[config.mk]
export PLATFORM = sky130hd
export DESIGN_NAME = projetof_scale
export DESIGN_NICKNAME = d
export VERILOG_FILES = /design/src/rtl/projetof_scale.sv
export SDC_FILE = /design/constraint.sdc
export NUM_CORES = 1
export LEC_CHECK = 0
export ABC_CLOCK_PERIOD_IN_PS = 53400
export BUFFER_PORTS_ARGS = -buffer_cell sky130_fd_sc_hd__buf_2
export CELL_PAD_IN_SITES_DETAIL_PLACEMENT = 1
export CELL_PAD_IN_SITES_GLOBAL_PLACEMENT = 2
export CORE_MARGIN = 5
export CORE_UTILIZATION = 39
export DETAILED_ROUTE_END_ITERATION = 12
export HOLD_SLACK_MARGIN = 0.06
export PLACE_DENSITY_LB_ADDON = 0.3
export RECOVER_POWER = 25
export SYNTH_ARGS = -nofsm -noshare
export SYNTH_HDL_FRONTEND = slang
export SYNTH_SLANG_ARGS = --single-unit
[constraint.sdc]
create_clock -name clk -period 53.4 [get_ports clk]
set_clock_uncertainty 0.15 [all_clocks]
set_input_delay 16.02 -clock clk [delete_from_list [all_inputs] [get_ports clk]]
set_output_delay 16.02 -clock clk [all_outputs]
set_load 0.01 [all_outputs]
[src/rtl/projetof_scale.sv]
// Price-computing scale datapath: splits weight, price per kg and total price
// into whole/fractional parts, all registered with one cycle of latency.
module projetof_scale (
  input  logic        clk,
  input  logic        rst,
  input  logic [8:0]  centimos,
  input  logic [13:0] pesoemgramas,
  output logic [15:0] Peso_Final_unidades,
  output logic [15:0] Peso_Final_decimal,
  output logic [15:0] Preco_Parte_Inteira,
  output logic [15:0] Preco_Parte_Decimal,
  output logic [15:0] Preco_Por_Kg_Parte_Inteira,
  output logic [15:0] Preco_Por_Kg_Parte_Decimal
);

  // No handshake: inputs are sampled on every rising edge of clk and the
  // six outputs are valid from just after that edge until the next one.

  logic [15:0] peso_ext;
  logic [15:0] cent_ext;
  logic [22:0] product;
  logic [13:0] total_cents;
  logic [15:0] total_ext;

  logic [15:0] peso_unid_d;
  logic [15:0] peso_dec_d;
  logic [15:0] kg_int_d;
  logic [15:0] kg_dec_d;
  logic [15:0] total_int_d;
  logic [15:0] total_dec_d;

  // Full 23-bit product so the largest price*weight (8,371,713) never wraps;
  // the quotient by 1000 fits in 14 bits (max 8371).
  always_comb begin
    peso_ext    = 16'(pesoemgramas);
    cent_ext    = 16'(centimos);
    product     = 23'(centimos) * 23'(pesoemgramas);
    total_cents = 14'(product / 23'd1000);
    total_ext   = 16'(total_cents);

    peso_unid_d = peso_ext / 16'd1000;
    peso_dec_d  = peso_ext % 16'd1000;
    kg_int_d    = cent_ext / 16'd100;
    kg_dec_d    = cent_ext % 16'd100;
    total_int_d = total_ext / 16'd100;
    total_dec_d = total_ext % 16'd100;
  end

  always_ff @(posedge clk) begin
    if (rst) begin
      Peso_Final_unidades        <= '0;
      Peso_Final_decimal         <= '0;
      Preco_Parte_Inteira        <= '0;
      Preco_Parte_Decimal        <= '0;
      Preco_Por_Kg_Parte_Inteira <= '0;
      Preco_Por_Kg_Parte_Decimal <= '0;
    end else begin
      Peso_Final_unidades        <= peso_unid_d;
      Peso_Final_decimal         <= peso_dec_d;
      Preco_Parte_Inteira        <= total_int_d;
      Preco_Parte_Decimal        <= total_dec_d;
      Preco_Por_Kg_Parte_Inteira <= kg_int_d;
      Preco_Por_Kg_Parte_Decimal <= kg_dec_d;
    end
  end

endmodule

==> impl_results.md, run 1 <==
- I/O pins: 121
- Max Clock Freq: 30.8 MHz
- Area taken by multi-input logic gates: 0.0101 mm^2
- Part of the cycle the worst path needs: 0.608
- Chip height: 187 um
- Max_slew headroom: -0.464
- Buffers on Ports: 88
- Number of cells upsized or downsized after cts: 0
- Clock buffer depth: 2
- Starting density of the core: 0.397
- Result of the run: finished, violations left
- Total overflow reported by the global router: 0
- Mean instance size in the synthesized netlist: 7.62 um^2
- Top cells by instance count after synthesis: sky130_fd_sc_hd__nand2_1, sky130_fd_sc_hd__nor2_1, sky130_fd_sc_hd__a21oi_1, sky130_fd_sc_hd__inv_1, sky130_fd_sc_hd__fa_1
- Synth warnings: 0
- Type of the worst setup path: input port to flop
- Critical Path Max Stage Delay: 0.89 ns
- Setup tns final: 0 ns
- Initial antenna violation count: 0
- Total wirelength of the detailed-routed design: 38.5 mm
- Worst hold slack: 15.90 ns
- Violation count after the first detailed-routing iteration: 740
- Layout overhead on the synthesized area: 6.98%
- Max stage delay cell, worst path: sky130_fd_sc_hd__mux2i_1
- Violated checks: capacitance limit, slew limit
- Number of global-route vias before repair: 12000
- Total standard cell area after synthesis: 0.0122 mm^2
- Core region area: 0.0307 mm^2
- Hold Startpoint: pesoemgramas[1]
- Seq/Total Area, Yosys: 0.105
- Mean number of vias per cell: 5.86
- Synthesis-stage register bit count: 64
- HP Class: input port to flop
- Worst Path Max Fanout: 24
- Depth of the worst hold-timing path: 2
- # hold bufs at CTS: 0
- Final hold viol count: 0
- Cell types occupying the most area after synthesis: sky130_fd_sc_hd__fa_1, sky130_fd_sc_hd__dfxtp_1, sky130_fd_sc_hd__nand2_1
- Async set or reset register ratio after synthesis: 0
- Endpoint kind of the worst setup timing path: flop
- Number of distinct library cell variants in the gate-level netlist after synthesis: 125
- Slew @ Worst Pin: 2.20 ns
- Most instantiated library cell after synthesis: sky130_fd_sc_hd__nand2_1
- Worst Path Buf+Inv: 4
- Gr usage total: 0.212
- H-tree level count: 3
- First-pass GRT wire length: 63.7 mm
- Sinks on the clock net: 64
- Reg clk slew, reported paths: 0.06 ns
- Fraction of final layout cells sized beyond drive strength 1: 0.112
- Routability-driven placement congestion ratio: 0.869
- Startpoint class of the critical path: input port
- Number of enable flip-flop cells after synthesis: 0
- Max_cap viols: 1
- Most common cell type on the critical path: sky130_fd_sc_hd__fa_1
- CP delay by family, top: compound AO/OA/AOI/OAI gates
- Data required time of the worst path: 53.38 ns
- Drt first pass iters: 5
- RSZ-0062 raised after global routing: no
- Die area: 0.0348 mm^2
- Net total in the final layout: 1783
- Fin crit period: 32.46 ns
- CTS buffer count: 9
- Number of fill cells in the layout: 3873
- Pin count of the biggest net entering global routing: 46
- Post-detail-place hpwl: 30.5 mm
- Cells after synthesis: 1597
- Primary FF master, synth: sky130_fd_sc_hd__dfxtp_1
- Routed WL per cell: 19.0 um
- DRC viols: 0
- Max-slew violation count: 46
- Top cell type by total area after synthesis: sky130_fd_sc_hd__fa_1
- Antenna diode count: 0
- Vias: 11900
- Worst Hold Path EP: Peso_Final_decimal[1]
- Clock root buffer: sky130_fd_sc_hd__clkbuf_16
- Buffers inserted during post-CTS setup optimization: 0
- CTS tree: done
- Final setup vio count: 0
- Die outline width: 187 um
- Count of antenna-violating nets left after detailed routing: 0
- # rows: 64
- Flip-flop and latch area: 0.00128 mm^2
- Arrival @ worst endpoint: 32.44 ns
- Proportion of netlist area held by the largest area contributor: 0.140
[how the worst max path moves through the flow]
stage | start | end | slack [ns] | cells past startpoint
global placement | centimos[8] | Preco_Parte_Decimal[3] | 21.41 | 46
floorplan | centimos[6] | Preco_Parte_Decimal[3] | 24.14 | 55
global route | centimos[8] | Preco_Parte_Decimal[3] | 19.75 | 46
finish | centimos[8] | Preco_Parte_Decimal[3] | 20.94 | 46
CTS | centimos[8] | Preco_Parte_Decimal[3] | 21.14 | 46
detailed placement | centimos[8] | Preco_Parte_Decimal[3] | 20.84 | 46
[metrics by stage]
step                setup WS, ns   util  std cells  cell area [um^2]
floorplan                  24.14      -       1644             12300
global placement           21.41  0.414       2013             12700
detailed placement         20.84  0.414       2013             12700
CTS                        21.14  0.426       2029             13100
global route               19.75  0.425       2029             13000
finish                     20.94  0.425       2029             13000
[state kept, by name, summed over array words and instances, names as in the netlist]
signal                      flops
Peso_Final_decimal             16
Preco_Parte_Decimal            16
Preco_Por_Kg_Parte_Decimal     16
Preco_Parte_Inteira             8
Peso_Final_unidades             5
Preco_Por_Kg_Parte_Inteira      3
[cell type report]
class,count,area share
Timing Repair Buffer,94,0.0351
Clock buffer,9,0.0173
Tap cell,396,0.0381
Sequential cell,64,0.0984
Inverter,92,0.0267
Multi-Input combinational cell,1367,0.775
Clock inverter,7,0.00961
[routing by layer]
metal,GRT usage,part of all wire
met1,0.292,0.47
met2,0.373,0.50
met3,0.0127,0.022
met4,0.0339,0.012
met5,0,0
[placed cells by master (no fill, tap or decap), types with 19 or more instances in the layout]
master / instances
sky130_fd_sc_hd__a21o_1: 19
sky130_fd_sc_hd__a21oi_1: 91
sky130_fd_sc_hd__a31oi_1: 26
sky130_fd_sc_hd__and2_1: 80
sky130_fd_sc_hd__buf_2: 65
sky130_fd_sc_hd__clkbuf_1: 23
sky130_fd_sc_hd__conb_1: 48
sky130_fd_sc_hd__dfxtp_1: 64
sky130_fd_sc_hd__fa_1: 85
sky130_fd_sc_hd__ha_1: 45
sky130_fd_sc_hd__inv_1: 91
sky130_fd_sc_hd__mux2i_1: 22
sky130_fd_sc_hd__nand2_1: 170
sky130_fd_sc_hd__nand3_1: 30
sky130_fd_sc_hd__nor2_1: 158
sky130_fd_sc_hd__nor3_1: 39
sky130_fd_sc_hd__o211ai_1: 19
sky130_fd_sc_hd__o21ai_0: 70
sky130_fd_sc_hd__xnor2_1: 40
sky130_fd_sc_hd__xor2_1: 24
[kinds of logic (layout without fill, tap and decap cells)]
logic type	count (synthesis)	count (layout)	synth area share
xor+xnor	67	67	0.0501
compound gates	456	456	0.280
simple gates	620	620	0.256
mux	40	40	0.0370
fa+ha+maj	136	136	0.191
buf+inv	213	202	0.0803
flops	64	64	0.105
other cells	1	48	0.000308
Power of run 1 is left out: the tool's default activity adds up to more than one toggle a clock period on the data nets, which glitch-free logic cannot reach.
==> inputs of run 2 (changes only) <==
Settings changed: ABC_AREA set to 1, ABC_CLOCK_PERIOD_IN_PS 53400 to 26600, CORE_UTILIZATION 39 to 31.
Clock period 53.4 ns to 26.6 ns, I/O delays scaled along.
==> impl_results.md, run 2 <==
- Final setup vio count: 0
- Vias: 10200
- Max Clock Freq: 49.0 MHz
- Number of enable flip-flop cells after synthesis: 0
- Number of cells upsized or downsized after cts: 0
- Largest registers: Peso_Final_decimal x16, Preco_Parte_Decimal x16, Preco_Por_Kg_Parte_Decimal x16
- Clock buffer depth: 2
- Type of the worst setup path: input port to flop
- Core region area: 0.0363 mm^2
- Post-detail-place hpwl: 26.2 mm
- Die outline width: 201 um
- Total overflow reported by the global router: 0
- Final hold viol count: 0
- CTS tree: done
- Async set or reset register ratio after synthesis: 0
- Starting density of the core: 0.312
- Seq/Total Area, Yosys: 0.113
- Top cell type by total area after synthesis: sky130_fd_sc_hd__nand2_1
- CTS buffer count: 9
- RSZ-0062 raised after global routing: no
- HP Class: input port to flop
- Max-slew violation count: 43
- Clock root buffer: sky130_fd_sc_hd__clkbuf_16
- Most instantiated library cell after synthesis: sky130_fd_sc_hd__nand2_1
- Routability-driven placement congestion ratio: 0.826
- Max stage delay cell, worst path: sky130_fd_sc_hd__fa_1
- Chip height: 201 um
- Arrival @ worst endpoint: 20.50 ns
- I/O pins: 121
- Initial antenna violation count: 0
- Primary FF master, synth: sky130_fd_sc_hd__dfxtp_1
- Worst Hold Path EP: Peso_Final_decimal[0]
- Fraction of final layout cells sized beyond drive strength 1: 0.199
- Endpoint kind of the worst setup timing path: flop
- Mean instance size in the synthesized netlist: 6.63 um^2
- Data required time of the worst path: 26.69 ns
- Proportion of netlist area held by the largest area contributor: 0.152
- Sinks on the clock net: 64
- Depth of the worst hold-timing path: 3
- Most common cell type on the critical path: sky130_fd_sc_hd__nand2_2
- Number of distinct library cell variants in the gate-level netlist after synthesis: 66
- Mean number of vias per cell: 4.52
- Violation count after the first detailed-routing iteration: 256
- Max_cap viols: 1
- Setup tns final: 0 ns
- # hold bufs at CTS: 0
- Worst Path Max Fanout: 16
- Highest-count cells in the layout ignoring fill and taps: sky130_fd_sc_hd__nand2_1, sky130_fd_sc_hd__inv_1, sky130_fd_sc_hd__nor2_1
- Violated checks: capacitance limit, slew limit
- DRC viols: 0
- Max_slew headroom: -0.493
- Buffers on Ports: 88
- # rows: 70
- Cells after synthesis: 1713
- Antenna diode count: 0
- Total standard cell area after synthesis: 0.0113 mm^2
- Worst Path Buf+Inv: 11
- Reg clk slew, reported paths: 0.05 ns
- Buffers inserted during post-CTS setup optimization: 0
- First-pass GRT wire length: 52.8 mm
- Drt first pass iters: 5
- Routed WL per cell: 13.4 um
- Gr usage total: 0.152
- Result of the run: finished, violations left
- Number of global-route vias before repair: 10900
- Cell types occupying the most area after synthesis: sky130_fd_sc_hd__nand2_1, sky130_fd_sc_hd__fa_1, sky130_fd_sc_hd__dfxtp_1
- Startpoint class of the critical path: input port
- Layout overhead on the synthesized area: 9.58%
- Part of the cycle the worst path needs: 0.767
- Most frequent standard cell in the layout excluding fill and tap cells: sky130_fd_sc_hd__nand2_1
- Critical Path Max Stage Delay: 0.57 ns
- Die area: 0.0405 mm^2
- H-tree level count: 3
- Synthesis-stage register bit count: 64
- Top cells by instance count after synthesis: sky130_fd_sc_hd__nand2_1, sky130_fd_sc_hd__inv_1, sky130_fd_sc_hd__nor2_1, sky130_fd_sc_hd__nand3_1, sky130_fd_sc_hd__fa_1
- Synth warnings: 0
- Fin crit period: 20.41 ns
- Total wirelength of the detailed-routed design: 30.4 mm
- Count of antenna-violating nets left after detailed routing: 0
- Slew @ Worst Pin: 2.24 ns
- Hold Startpoint: pesoemgramas[0]
- CP delay by family, top: simple AND/OR/NAND/NOR gates
- Pin count of the biggest net entering global routing: 43
- Net total in the final layout: 1946
==> run 2: layout make-up <==
class                      count  area [um^2]
sequential                    64         1280
timing repair buffer          89          418
fill                        4746        23900
clock buffer                   9          225
inverter                     364         1410
tap                          468          586
clock inverter                 7          103
multi-input combinational   1263         8420
==> run 2: kinds of logic (layout without fill, tap and decap cells) <==
family                     after synthesis  after routing  synth area share
other                                    1             48          0.000330
AOI/OAI and AO/OA                      123            123            0.0692
buffers and inverters                  433            469             0.161
adders and majority gates              130            130             0.200
DFF                                     64             64             0.113
and+or+nand+nor                        915            915             0.418
xor gates and xnor gates                47             47            0.0392
==> run 2: metal layers <==
metal  up-vias  share of wire  track usage
met3        14          0.019       0.0129
li1       5234              -            -
met5         -              0            0
met1      4899           0.47        0.198
met4         0         0.0067       0.0183
met2        88           0.50        0.280
==> run 2: worst max-delay path by stage <==
stage,startpoint,endpoint,slack [ns],cells past startpoint
final,centimos[8],Preco_Parte_Decimal[15],6.19,80
after global routing,centimos[8],Preco_Parte_Decimal[15],5.06,82
after CTS,centimos[8],Preco_Parte_Decimal[15],6.08,80
after detailed placement,centimos[8],Preco_Parte_Decimal[15],5.76,80
after global placement,centimos[8],Preco_Parte_Decimal[2],5.85,78
after floorplan,centimos[8],Preco_Parte_Decimal[2],7.59,94
==> run 2: through the flow <==
stage,setup slack (ns),util,hold WS (ns),cell area [um^2],cells
2_1_floorplan,7.59,-,7.94,11500,1760
3_3_place_gp,5.85,0.334,8.15,12100,2248
3_5_place_dp,5.76,0.334,8.15,12100,2248
4_1_cts,6.08,0.343,7.79,12500,2264
5_1_grt,5.06,0.342,7.83,12400,2264
6_report,6.19,0.342,7.81,12400,2264
Power of run 2 is left out for the same reason.
==> inputs of run 3 (changes only) <==
Settings changed: ABC_CLOCK_PERIOD_IN_PS 26600 to 19700, CORE_UTILIZATION 31 to 34.
Clock period 26.6 ns to 19.7 ns, I/O delays scaled along.
==> impl_results.md, run 3 (synthesis results as in run 2) <==
- Result of the run: finished, violations left
- Violated checks: capacitance limit, slew limit
- I/O pins: 121
- Fin crit period: 18.30 ns
- Fraction of final layout cells sized beyond drive strength 1: 0.199
- Max_cap viols: 1
- RSZ-0062 raised after global routing: no
- Routed WL per cell: 13.4 um
- Number of cells upsized or downsized after cts: 0
- HP Class: input port to flop
- Post-detail-place hpwl: 25.9 mm
- Reg clk slew, reported paths: 0.06 ns
- Data required time of the worst path: 19.76 ns
- Post-place setup slack: 0.917 ns
- Startpoint class of the critical path: input port
- Die area: 0.0371 mm^2
- Total met3 wirelength after detailed routing: 583 um
- Max stage delay cell, worst path: sky130_fd_sc_hd__fa_1
- # rows: 67
- Count of antenna-violating nets left after detailed routing: 0
- CTS tree: done
- Most frequent standard cell in the layout excluding fill and tap cells: sky130_fd_sc_hd__nand2_1
- Drt first pass iters: 4
- DRC viols: 0
- Instance count on the critical path: 80
- Buffers inserted during post-CTS setup optimization: 0
- Final setup vio count: 0
- Max_slew headroom: -0.473
- CP delay by family, top: simple AND/OR/NAND/NOR gates
- Vias: 10200
- Largest registers: Peso_Final_decimal x16, Preco_Parte_Decimal x16, Preco_Por_Kg_Parte_Decimal x16
- Part of the cycle the worst path needs: 0.929
- Mean number of vias per cell: 4.55
- Crit path setup slack, layout: 1.40 ns
- Final Non-Filler Cells: 2244
- Starting density of the core: 0.341
- Violation count after the first detailed-routing iteration: 350
- Antenna diode count: 0
- CP startpoint: centimos[5]
- Highest-count cells in the layout ignoring fill and taps: sky130_fd_sc_hd__nand2_1, sky130_fd_sc_hd__inv_1, sky130_fd_sc_hd__nor2_1
- Core region area: 0.0333 mm^2
- Initial antenna violation count: 0
- Buffers on Ports: 88
- Metal2 WL: 15.4 mm
- Cell count after placement: 2228
- Net total in the final layout: 1946
- Layout overhead on the synthesized area: 9.58%
- Die outline width: 193 um
- Max-slew violation count: 43
- Clock buffer depth: 2
- Critical Path Max Stage Delay: 0.57 ns
- # hold bufs at CTS: 0
- CTS buffer count: 9
- Final std cell area, no fill: 0.0124 mm^2
- Top sig layer: met4
- First-pass GRT wire length: 52.2 mm
- Number of global-route vias before repair: 10900
- Slew @ Worst Pin: 2.21 ns
- Endpoint kind of the worst setup timing path: flop
- Routability-driven placement congestion ratio: 0.819
- Worst Setup EP: Preco_Parte_Decimal[6]
- Worst Path Buf+Inv: 11
- Clock root buffer: sky130_fd_sc_hd__clkbuf_16
- Total overflow reported by the global router: 0
- Arrival @ worst endpoint: 18.37 ns
- Type of the worst setup path: input port to flop
- Gr usage total: 0.168
- Chip height: 193 um
- Pin count of the biggest net entering global routing: 43
- Setup tns final: 0 ns
- Routed metal-1 wirelength: 14.0 mm
- Worst Path Max Fanout: 17
- H-tree level count: 3
- Sinks on the clock net: 64
- Instance area after placement: 0.0121 mm^2
- Max Clock Freq: 54.6 MHz
- Final hold viol count: 0
- Total wirelength of the detailed-routed design: 30.2 mm
==> run 3: worst min-delay path by stage <==
stage                    startpoint                       endpoint  slack [ns]  depth (start not counted)
floorplan               centimos[0]  Preco_Por_Kg_Parte_Decimal[0]        5.87                          2
global placement    pesoemgramas[0]          Peso_Final_decimal[0]        6.07                          3
detailed placement  pesoemgramas[1]          Peso_Final_decimal[1]        6.08                          3
CTS                 pesoemgramas[1]          Peso_Final_decimal[1]        5.73                          3
global route        pesoemgramas[1]          Peso_Final_decimal[1]        5.75                          3
finish              pesoemgramas[1]          Peso_Final_decimal[1]        5.74                          3
==> run 3: stage by stage <==
stage	hold slack (ns)	utilization
2_1_floorplan	5.87	-
3_3_place_gp	6.07	0.364
3_5_place_dp	6.08	0.364
4_1_cts	5.73	0.375
5_1_grt	5.75	0.374
6_report	5.74	0.374
==> run 3: worst min-delay path, cell delays in order <==
cell                     delay (ns)
sky130_fd_sc_hd__buf_2         0.16
sky130_fd_sc_hd__inv_1         0.07
sky130_fd_sc_hd__nor2_1        0.03
==> run 3: cell type report <==
cell class / instances / area [um^2]
repair buffers: 89 / 418
clock buffers: 9 / 225
fillers: 4443 / 20800
flip-flops and latches: 64 / 1280
inverters: 364 / 1410
multi-input cells: 1263 / 8420
well taps: 448 / 561
clock inverters: 7 / 128
==> run 3: layer usage <==
metal	track usage	vias to the layer above
li1	-	5238
met1	0.213	4875
met2	0.320	91
met3	0.0112	10
met4	0.0211	0
met5	0	-
Power of run 3 is left out for the same reason.
